## src/rtl/calc_uart_pkg.sv

```systemverilog
// Shared types for the calculator UART path: TX sequencer state encoding and byte width.
package calc_uart_pkg;
   localparam int BYTE_W = 8;

   typedef enum logic [2:0] {
      ST_IDLE    = 3'd0,
      ST_LOAD    = 3'd1,
      ST_START   = 3'd2,
      ST_WAIT_HI = 3'd3,
      ST_WAIT_LO = 3'd4,
      ST_NEXT    = 3'd5,
      ST_DONE    = 3'd6
   } tx_seq_state_t;
endpackage

```

## src/rtl/tx_timeout_counter.sv

```systemverilog
// Counts cycles spent waiting for the UART core to acknowledge a start pulse.
// expired is high once the count reaches START_TIMEOUT-1.
module tx_timeout_counter #(
   parameter int START_TIMEOUT = 1000
) (
   input  logic clk,
   input  logic reset,
   input  logic clear,
   input  logic enable,
   output logic expired
);
   localparam int CW = (START_TIMEOUT > 1) ? $clog2(START_TIMEOUT) : 1;

   logic [CW-1:0] cnt_q, cnt_d;

   assign expired = (cnt_q == CW'(START_TIMEOUT - 1));

   // Saturate at the limit so the count can never wrap back to zero.
   always_comb begin
      cnt_d = cnt_q;
      if (clear)
         cnt_d = '0;
      else if (enable && !expired)
         cnt_d = cnt_q + CW'(1);
   end

   always_ff @(posedge clk) begin
      if (reset)
         cnt_q <= '0;
      else
         cnt_q <= cnt_d;
   end
endmodule

```

## src/rtl/tx_result_sequencer.sv

```systemverilog
// Sends a latched multi-byte result through the shared UART TX core, LSB first,
// one tx_start per byte, with a timeout on the transmitter's busy acknowledge.
module tx_result_sequencer
   import calc_uart_pkg::*;
#(
   parameter int NUM_BYTES     = 2,
   parameter int START_TIMEOUT = 1000
) (
   input  logic                        CLK100MHZ,
   input  logic                        reset,
   input  logic                        trigger_tx,
   input  logic [BYTE_W*NUM_BYTES-1:0] result,
   input  logic                        tx_busy,
   output logic                        tx_start,
   output logic [BYTE_W-1:0]           tx_data,
   output logic                        seq_busy,
   output logic                        done,
   output logic                        err_timeout,
   output logic [2:0]                  c_state
);
   tx_seq_state_t               state_q, state_d;
   logic [BYTE_W*NUM_BYTES-1:0] shreg_q, shreg_d;
   logic [1:0]                  idx_q, idx_d;
   logic                        err_q, err_d;
   logic                        to_expired;

   tx_timeout_counter #(
      .START_TIMEOUT(START_TIMEOUT)
   ) u_timeout (
      .clk    (CLK100MHZ),
      .reset  (reset),
      .clear  (state_q == ST_START),
      .enable ((state_q == ST_WAIT_HI) && !tx_busy),
      .expired(to_expired)
   );

   always_comb begin
      state_d = state_q;
      shreg_d = shreg_q;
      idx_d   = idx_q;
      err_d   = err_q;
      case (state_q)
         ST_IDLE: begin
            if (trigger_tx) begin
               shreg_d = result;
               idx_d   = 2'd0;
               err_d   = 1'b0;
               state_d = ST_LOAD;
            end
         end
         ST_LOAD:    if (!tx_busy) state_d = ST_START;
         ST_START:   state_d = ST_WAIT_HI;
         ST_WAIT_HI: begin
            if (tx_busy)
               state_d = ST_WAIT_LO;
            else if (to_expired) begin
               err_d   = 1'b1;
               state_d = ST_IDLE;
            end
         end
         ST_WAIT_LO: if (!tx_busy) state_d = ST_NEXT;
         ST_NEXT: begin
            if (idx_q == 2'(NUM_BYTES - 1))
               state_d = ST_DONE;
            else begin
               // Shift rather than index so the current byte always sits in the low lane.
               idx_d   = idx_q + 2'd1;
               shreg_d = shreg_q >> BYTE_W;
               state_d = ST_START;
            end
         end
         ST_DONE:    state_d = ST_IDLE;
         default:    state_d = ST_IDLE;
      endcase
   end

   always_ff @(posedge CLK100MHZ) begin
      if (reset) begin
         state_q <= ST_IDLE;
         shreg_q <= '0;
         idx_q   <= 2'd0;
         err_q   <= 1'b0;
      end else begin
         state_q <= state_d;
         shreg_q <= shreg_d;
         idx_q   <= idx_d;
         err_q   <= err_d;
      end
   end

   assign tx_start    = (state_q == ST_START);
   assign done        = (state_q == ST_DONE);
   assign seq_busy    = (state_q != ST_IDLE);
   assign tx_data     = shreg_q[BYTE_W-1:0];
   assign err_timeout = err_q;
   assign c_state     = state_q;
endmodule
```

## config.mk

```make
export PLATFORM = sky130hd
export DESIGN_NAME = tx_result_sequencer
export DESIGN_NICKNAME = d
export VERILOG_FILES = /design/src/rtl/calc_uart_pkg.sv /design/src/rtl/tx_timeout_counter.sv /design/src/rtl/tx_result_sequencer.sv
export SDC_FILE = /design/constraint.sdc
export NUM_CORES = 1
export LEC_CHECK = 0
export BUFFER_PORTS_ARGS = -buffer_cell sky130_fd_sc_hd__buf_2
export CORE_UTILIZATION = 40
export DETAILED_ROUTE_END_ITERATION = 7
export PLACE_DENSITY = 0.69
export SLEW_MARGIN = 30
export SYNTH_ARGS = -nofsm -noshare
export SYNTH_HDL_FRONTEND = slang
export SYNTH_SLANG_ARGS = --single-unit
export TNS_END_PERCENT = 10
```

## constraint.sdc

```tcl
create_clock -name CLK100MHZ -period 1.6 [get_ports CLK100MHZ]
set_input_delay 0.16 -clock CLK100MHZ [delete_from_list [all_inputs] [get_ports CLK100MHZ]]
set_output_delay 0.16 -clock CLK100MHZ [all_outputs]
set_load 0.01 [all_outputs]
```

Yosys cells after proc, flatten, opt, wreduce, memory -nomap -nowiden
Index checks and enable logic that the tools add are counted.
- bits in registers: 32
- bits of input ports: 20
- output and inout bits: 15
- word-level logic and storage cells: 51
- $add $sub $neg: 2
- equal/unequal tests: 15
- muxes and demuxes: 17
- reduce and logical (&&, ||, !) cells: 12
- operators by type and width (kind ; count):
    16-bit two-way mux ; 2
    16-bit case mux with 2 select lines ; 1
    3-bit two-way mux ; 6
    3-bit case mux with 6 select lines ; 1
    10-bit by 1-bit adder with 10-bit output, second input constant ; 1
    10-bit equality test, second input constant ; 1
    2-bit inequality test, second input constant ; 5
    3-bit equality test, second input constant ; 3
    4-bit AND reduction ; 2
    3-bit by 2-bit equality test with 1-bit output, second input constant ; 2
    2-bit two-way mux ; 2
    2-bit case mux with 2 select lines ; 1
    2-bit nonzero test ; 2
    3-bit by 1-bit equality test with 1-bit output, second input constant ; 1
    3-bit zero test ; 1
    1-bit two-way mux ; 3
    3-bit by 2-bit inequality test with 1-bit output, second input constant ; 1
    3-bit AND reduction ; 1
    3-bit nonzero test ; 1
    2-bit by 1-bit adder with 2-bit output, second input constant ; 1
    2-bit by 1-bit equality test with 1-bit output, second input constant ; 1
    1-bit logical AND ; 2
    1-bit zero test ; 2
    2-bit by 1-bit inequality test with 1-bit output, second input constant ; 1
    other kinds (2) ; 2

Depth between registers and ports, before layout
Gate-level depths: netlist of the first run.
- depth in word-level cells: 4
- depth in mapped cells: 7
- gate-level depth less buffers: 6

By module
A second synthesis of the first run with hierarchy kept.
- cell total of the unflattened synthesis: 190
- area, all modules: 1701.6 um^2
- modules (own cells, without submodules) (module ; instances ; cells an instance ; area each (um^2) ; sequential area each (um^2)):
    tx_result_sequencer ; 1 ; 126 ; 1146.1 ; 440.4
    tx_timeout_counter ; 1 ; 64 ; 555.5 ; 200.2

Worst setup path after synthesis of the first run
OpenSTA, ideal clock, no wires.
- path kind: reg-to-reg
- start: register state_q[0] (netlist: c_state[0])
- end: register idx_q[0]
- library setup time: 0.128 ns
- arrival: 1.347 ns
- slack: 0.126 ns
- stages on the path, launching flop included: 6
- path buffers: 1
- period minus slack after synthesis: 1.474 ns
- cells stage by stage: dfxtp_1 -> or3b_1 -> a21oi_4 -> buf_6 -> mux2i_1 -> nor2_1
- word-level cells in the longest chain between the ends: 3
- RTL lines (element ; line ; source):
    start: declaration ; tx_result_sequencer.sv:21 ; tx_seq_state_t state_q, state_d;
    start signal: assignment ; tx_result_sequencer.sv:84 ; state_q <= state_d;
    3-bit equality test or 3-bit zero test (tied branches) ; tx_result_sequencer.sv:42 ; case (state_q)
    2-bit inequality test (no line) or 2-bit nonzero test (tied branches) ; -- ;
    3-bit AND reduction (no line) ; -- ;
    end signal: assignment ; tx_result_sequencer.sv:86 ; idx_q <= idx_d;
    end: declaration ; tx_result_sequencer.sv:23 ; logic [1:0] idx_q, idx_d;
Parallel ways exist; a longest one is shown, timed or not.
A chain may end at the register's enable or synchronous reset.

Worst setup path in the final report of the first run
- start: register state_q[0] (netlist: c_state[0])
- end: output seq_busy
- word-level cells in the longest chain between the ends: 1
- RTL lines (element ; line ; source):
    3-bit nonzero test ; tx_result_sequencer.sv:93 ; assign seq_busy = (state_q != ST_IDLE);
    end: declaration ; tx_result_sequencer.sv:16 ; output logic seq_busy,
No other way between the ends.

==> results of run 1 <==
Yosys cell counts, types with 5 or more instances:
cell | count | area share
nand3_1 | 11 | 0.033
mux2i_1 | 10 | 0.060
dfxtp_1 | 32 | 0.38
inv_1 | 5 | 0.011
xnor2_1 | 6 | 0.031
clkbuf_1 | 5 | 0.011
a21oi_1 | 11 | 0.033
buf_2 | 5 | 0.015
a211oi_2 | 8 | 0.060
nand2b_1 | 11 | 0.041
nand2_1 | 7 | 0.016
nor2_1 | 24 | 0.054
buf_4 | 9 | 0.040
cell type report:
type	instances	share of cell area
inverter	5	0.00949
tap	50	0.0316
sequential	32	0.325
clock inverter	3	0.0215
clock buffer	5	0.0348
timing repair buffer	45	0.138
multi-input combinational	129	0.440
power by group:
group	internal, uW	switching [uW]
combinational	424	454
sequential	921	77.0
clock	461	319
critical path, delay by kind of cell (launching register included):
| family | cells | cell delay, ns |
|---|---|---|
| buffers and inverters | 2 | 0.30 |
| flip-flops | 1 | 0.35 |
| AND/OR/NAND/NOR | 1 | 0.38 |
per-stage QoR:
step	util	instance area, um2	setup TNS [ns]	hold WS, ns
after floorplan	-	1670	0	0.312
after global routing	0.495	1980	-0.0481	0.118
final	0.495	1980	0	0.124
after CTS	0.492	1970	0	0.120
after detailed placement	0.464	1860	0	0.421
after global placement	0.464	1860	0	0.421
flip-flops by register name, summed over array words and instances, names as in the netlist:
register and flops:
c_state 3, err_timeout 1, idx_q 2, shreg_q 16, u_timeout.cnt_q 10
routing by layer:
layer / GRT usage / up-vias
li1: - / 707
met1: 0.204 / 630
met2: 0.247 / 25
met3: 0.0651 / 4
met4: 0.0638 / 0
met5: 0 / -
worst min-delay path by stage:
stage / slack [ns] / startpoint / end
after global routing: 0.12 / result[13] / shreg_q[13]
final: 0.12 / result[9] / shreg_q[9]
after global placement: 0.42 / result[11] / shreg_q[11]
after CTS: 0.12 / result[9] / shreg_q[9]
after floorplan: 0.31 / result[10] / shreg_q[10]
after detailed placement: 0.42 / result[11] / shreg_q[11]
cell families after synthesis:
kind of cell	after synthesis
adder cells (fa/ha/maj)	2
multiplexers	10
flip-flops	32
buffers and inverters	27
AO/OA/AOI/OAI	34
XOR/XNOR	7
AND/OR/NAND/NOR	76
==> summary.md, run 1 <==
| Metric | Value |
|---|---|
| CP startpoint kind | `flop` |
| Register Area | `about 640 um2` |
| Worst r2r src | `idx_q[1]` |
| Mux share of post-synthesis cell area | `0.0598` |
| Max Cap Violations | `0` |
| Die area | `4440 um2` |
| Final setup vio count | `0` |
| Die W | `66.7 um` |
| Highest routed layer | `met4` |
| Netlist cell types | `42` |
| Clk sink count | `32` |
| Top-level I/O count | `35` |
| Die Y | `66.7 um` |
| Nature of the critical path endpoint | `output port` |
| Seq/Total Area, Yosys | `0.383` |
| Core box area | `4000 um2` |
| Setup bufs post-CTS | `0` |
| Slew @ Worst Pin | `0.535 ns` |
| WL/cell | `approximately 12 um` |
| Hold Crit Class | `in -> reg` |
| Clk slew on worst S/H paths | `0.07 ns` |
| RSZ-0062 raised after global routing | `yes` |
| Port Buffers | `34` |
| Yosys reg bits | `32` |
| Initial core utilization | `0.418` |
| DRT iter0 DRCs | `44` |
| Layout cell share with drive strength beyond 1 | `0.297` |
| Area of the multi-input gates | `870 um2` |
| DR DRC count | `0` |
| Synth async-reset ratio | `0` |
| Power per cell area | `around 1300 nW/um2` |
| Most frequent cells in the layout | `34 x buf_2, 30 x dfxtp_1, 24 x nor2_1` |
| Worst Setup SP | `c_state[0]` |
| Largest family of logic cells by synthesized area | `simple AND/OR/NAND/NOR gates` |
| Synth warn | `0` |
| Setup ws final | `0.124 ns` |
| Post-CTS sizing | `0` |
| Fin cells | `269` |
| CTS Hold Bufs | `0` |
| Nets | `240` |
| Metal3 WL | `170 um` |
| DRT Pass-1 Iters | `4` |
| Crit path kind | `reg -> out` |
| Largest net degree at the start of global routing | `26` |
| Leading cell type in the layout, fill and taps excluded | `buf_2` |
| CP max stage delay | `between 0.3 and 0.4 ns` |
| TritonCTS buffer count | `5` |
| Worst R2R Path Depth | `7` |
| Hpwl dp | `between 2000 and 2500 um` |
| Post-layout min period | `1.48 ns` |
| Initial antenna violation count | `0` |
| Worst IR Drop VDD | `0.724 mV` |
| Compound-cell area share of the yosys netlist | `0.165` |
| Global-route wire length before repair | `5380 um` |
| Worst Path Required | `1.44 ns` |
| Detail Route Antenna Nets | `0` |
| Pwr Total | `2660 uW` |
| XOR/XNOR Fraction of Synth Area | `0.0366` |
| Mapped Nets | `210` |
| Final Cycle Share | `0.922` |
| Area share of fa/ha/maj cells after synthesis | `0.0150` |
| Max Transition Viols Final | `0` |
| Avg Synthesized Cell Area | `8.90 um2` |
| CTS max path bufs | `2` |
| Worst-path cell chain | `buf_4 -> or3_1 -> buf_2` |
| Gate Count Post-Synth | `188` |
| Crit-path slowest cell | `or3_1` |
| Clk root buf | `clkbuf_8` |
| Cell Rows | `23` |
| # diodes | `0` |
| CTS tree | `built` |
| Wl on met1 | `roughly 1500 um` |
| R2R Setup Slk | `0.13 ns` |
| Synthesis-to-finish area growth | `18.3%` |
| GP Congestion | `0.739` |
| Post-synth EDFFs | `0` |
| Cell area after synthesis | `~1700 um2` |
| Vias per cell | `5.08` |
| Worst slack at placement | `0.0880 ns` |
| Fill cells | `400` |
| Clock Latency Late Sink | `0.29 ns` |
| Status | `completed` |
| Critical Path Fanout Max | `6` |
| Relative slew slack | `0.643` |
| Worst Path Arrival | `1.32 ns` |
| GRT Util Overall | `0.163` |
| Via Count | `around 1400` |
| Leakage | `0.000815 uW` |
| Post-Synth Simple-Gate Area | `0.243` |
| F_max | `0.678 GHz` |
| Post-synth top flop | `dfxtp_1` |
| H-Tree Level Count | `2` |
| Routed wl met2 | `between 1000 and 1500 um` |
| Reg2reg end | `shreg_q[11]` |
| Post-Route WL | `approximately 3200 um` |
| Vias in the first global route | `1214` |
| Hold Path Cell Cnt | `3` |
| Worst Setup EP | `seq_busy` |
| Setup Skew | `0.00903 ns` |
| Dpl cells | `261` |
| Fin. Hold Viols | `0` |
| GR Overflow Total | `0` |
No activity file was read; power rests on OpenSTA's default activity.
==> run 2, diff against run 1 <==
--- a/config.mk
+++ b/config.mk
@@ -12,5 +12,6 @@
 export SLEW_MARGIN = 30
 export SYNTH_ARGS = -nofsm -noshare
 export SYNTH_HDL_FRONTEND = slang
+export SYNTH_HIERARCHICAL = 1
 export SYNTH_SLANG_ARGS = --single-unit
 export TNS_END_PERCENT = 10
==> run 2 against run 1 <==
- design area is 9.4% higher
- total power decreased by 23%
- core utilization grew 4.3 points
- clock power fell by 1%
- combinational power shrank 57%
- clock-buffer cell count is the same
- register-to-register slack lost 0.06 ns
- routed wire length increased by 22%
- flip-flop and latch count is the same
- largest cell class unchanged
- highest routed layer unchanged
==> summary.md, run 2 <==
| Metric | Value |
|---|---|
| Clk sink count | `32` |
| Netlist cell types | `47` |
| Max Cap Violations | `0` |
| Largest family of logic cells by synthesized area | `simple AND/OR/NAND/NOR gates` |
| Clk root buf | `clkbuf_8` |
| Power per cell area | `between 900 and 1000 nW/um2` |
| Hold Path Origin | `result[10]` |
| Worst Path Arrival | `1.39 ns` |
| CTS max path bufs | `2` |
| Post-synth top flop | `dfxtp_1` |
| Global-route wire length before repair | `between 6000 and 7000 um` |
| Initial antenna violation count | `0` |
| WL/cell | `~14 um` |
| GR Overflow Total | `0` |
| Commonest cells in the netlist | `32 x dfxtp_1, 23 x nand3_1, 19 x a21oi_1, 11 x nor3_1, 9 x buf_4` |
| Seq/Total Area, Yosys | `0.376` |
| Metal3 WL | `197 um` |
| Post-Route WL | `3890 um` |
| Synth async-reset ratio | `0` |
| Hold Crit Class | `in -> reg` |
| Crit path kind | `reg -> out` |
| Reg2reg end | `shreg_q[14]` |
| Layout cell share with drive strength beyond 1 | `0.368` |
| Via Count | `between 1500 and 2000` |
| Area leader, netlist | `dfxtp_1` |
| Most frequent cell after synthesis | `dfxtp_1` |
| Wl on met1 | `about 1800 um` |
| Initial core utilization | `0.422` |
| Largest net degree at the start of global routing | `19` |
| Die W | `a little under 70 um` |
| Worst R2R Path Depth | `6` |
| Ranking of synthesized cells by area | `dfxtp_1 38%, nand3_1 6.8%, a21oi_1 5.6%, mux2i_1 4.7%, buf_4 4.0%` |
| Final instance area | `between 2000 and 2500 um2` |
| F_max | `0.644 GHz` |
| Vias per cell | `around 5.5` |
| Nets | `255` |
| CTS Hold Bufs | `0` |
| Leakage | `between 0.0008 and 0.0009 uW` |
| Clk slew on worst S/H paths | `0.07 ns` |
| Most frequent cells in the layout | `34 x buf_2, 29 x dfxtp_1, 22 x nand3_1` |
| Pwr Total | `2030 uW` |
| Area share of fa/ha/maj cells after synthesis | `0.0147` |
| Yosys reg bits | `32` |
| Routed wl met2 | `between 1500 and 2000 um` |
| XOR/XNOR Fraction of Synth Area | `0.00515` |
| H-Tree Level Count | `2` |
| Setup Skew | `0.00788 ns` |
| Status | `completed` |
| Avg Synthesized Cell Area | `8.96 um2` |
| Fin. Hold Viols | `0` |
| Post-Synth Simple-Gate Area | `0.290` |
| Post-synth EDFFs | `0` |
| Mapped Nets | `212` |
| Max Transition Viols Final | `0` |
| Compound-cell area share of the yosys netlist | `0.170` |
| Worst Path Required | `approximately 1.4 ns` |
| Relative slew slack | `0.735` |
| Synth warn | `6` |
| CP startpoint kind | `flop` |
| DRT Pass-1 Iters | `4` |
| Worst hold endpoint | `shreg_q[10]` |
| Nature of the critical path endpoint | `output port` |
| Critical Path Fanout Max | `8` |
| DRT iter0 DRCs | `94` |
| RSZ-0062 raised after global routing | `yes` |
| Final Cycle Share | `0.971` |
| Final setup vio count | `0` |
| Die area | `approximately 4500 um2` |
| R2R Setup Slk | `0.07 ns` |
| GP Congestion | `0.848` |
| GRT Util Overall | `0.183` |
| Post-layout min period | `between 1.5 and 2 ns` |
| Placed cell areas | `around 2000 um2` |
| CTS tree | `built` |
| Top-level I/O count | `35` |
| Vias in the first global route | `1401` |
| Number of flip-flops in the largest register | `16` |
| Worst r2r src | `idx_q[1]` |
| Die Y | `a little under 70 um` |
| Hpwl dp | `2690 um` |
| Detail Route Antenna Nets | `0` |
| Highest routed layer | `met4` |
| Fill cells | `roughly 380` |
| Cell area after synthesis | `1700 um2` |
| Cell Rows | `23` |
| Post-synth top area share | `0.376` |
| Slew @ Worst Pin | `between 0.3 and 0.4 ns` |
| Largest Register | `shreg_q` |
| Leading cell type in the layout, fill and taps excluded | `buf_2` |
| # diodes | `0` |
| Worst IR Drop VDD | `0.540 mV` |
| Port Buffers | `34` |
| Synthesis-to-finish area growth | `27.2%` |
| Gate Count Post-Synth | `190` |
| TritonCTS buffer count | `5` |
| Hold Path Cell Cnt | `3` |
| Core box area | `4030 um2` |
| DR DRC count | `0` |
| Mux share of post-synthesis cell area | `0.0471` |
| Clock Latency Late Sink | `0.28 ns` |
run 2: how the worst max path moves through the flow:
| stage | start | end | slack, ns | cells after the start |
|---|---|---|---|---|
| floorplan | c_state[2] | u_timeout/cnt_q[5] | -0.007 | 6 |
| global placement | idx_q[1] | shreg_q[1] | 0.07 | 5 |
| detailed placement | idx_q[1] | shreg_q[6] | 0.03 | 5 |
| CTS | idx_q[1] | shreg_q[4] | 0.007 | 5 |
| global route | c_state[1] | u_timeout/cnt_q[1] | -0.01 | 5 |
| finish | c_state[0] | seq_busy | 0.05 | 4 |
run 2: per-layer routing:
layer,GRT usage,vias up
met1,0.231,741
met3,0.0439,2
met4,0.0559,0
li1,-,790
met2,0.308,35
met5,0,-
run 2: cells by family (layout without fill, tap and decap cells):
family          count (synthesis)  count (layout)
simple gates                   76              76
compound gates                 45              45
flops                          32              32
buf+inv                        26              70
mux                             8               8
fa+ha+maj                       2               2
xor+xnor                        1               1
run 2: metrics by stage:
stage | cells | setup TNS, ns | worst slack [ns] | utilization | hold WS (ns)
finish | 284 | 0 | 0.0464 | 0.537 | 0.123
global route | 284 | -0.0126 | -0.0126 | 0.537 | 0.128
CTS | 284 | 0 | 0.00659 | 0.528 | 0.122
detailed placement | 274 | 0 | 0.0322 | 0.496 | 0.424
global placement | 274 | 0 | 0.0745 | 0.496 | 0.422
floorplan | 190 | -0.0103 | -0.00662 | - | 0.223
run 2: critical path: stages, from the launching register on:
cell and delay [ns]:
dfxtp_4 0.36, buf_4 0.14, buf_6 0.13, or3_1 0.35
buf_2 0.14
run 2: area by class of cell:
class	instances	area (um2)	area share
clock buffer	5	68.8	0.0318
clock inverter	3	42.5	0.0197
inverter	5	18.8	0.00867
multi-input combinational	132	943	0.436
sequential	32	649	0.300
tap	50	62.6	0.0289
timing repair buffer	57	379	0.175
run 2: power breakdown:
group	total, uW	leakage (uW)	internal, uW	switching (uW)
Clock	769	0.0000541	461	308
Sequential	886	0.000263	850	35.7
Combinational	380	0.000560	189	191
run 2: timing repair:
action | 4_1_cts | 5_1_grt
resized for setup | 1 | 9
endpoints found under the hold margin | 0 | 0
buffers inserted | 2 | 0
setup endpoints to repair | 1 | 23
pin swaps | 0 | 2
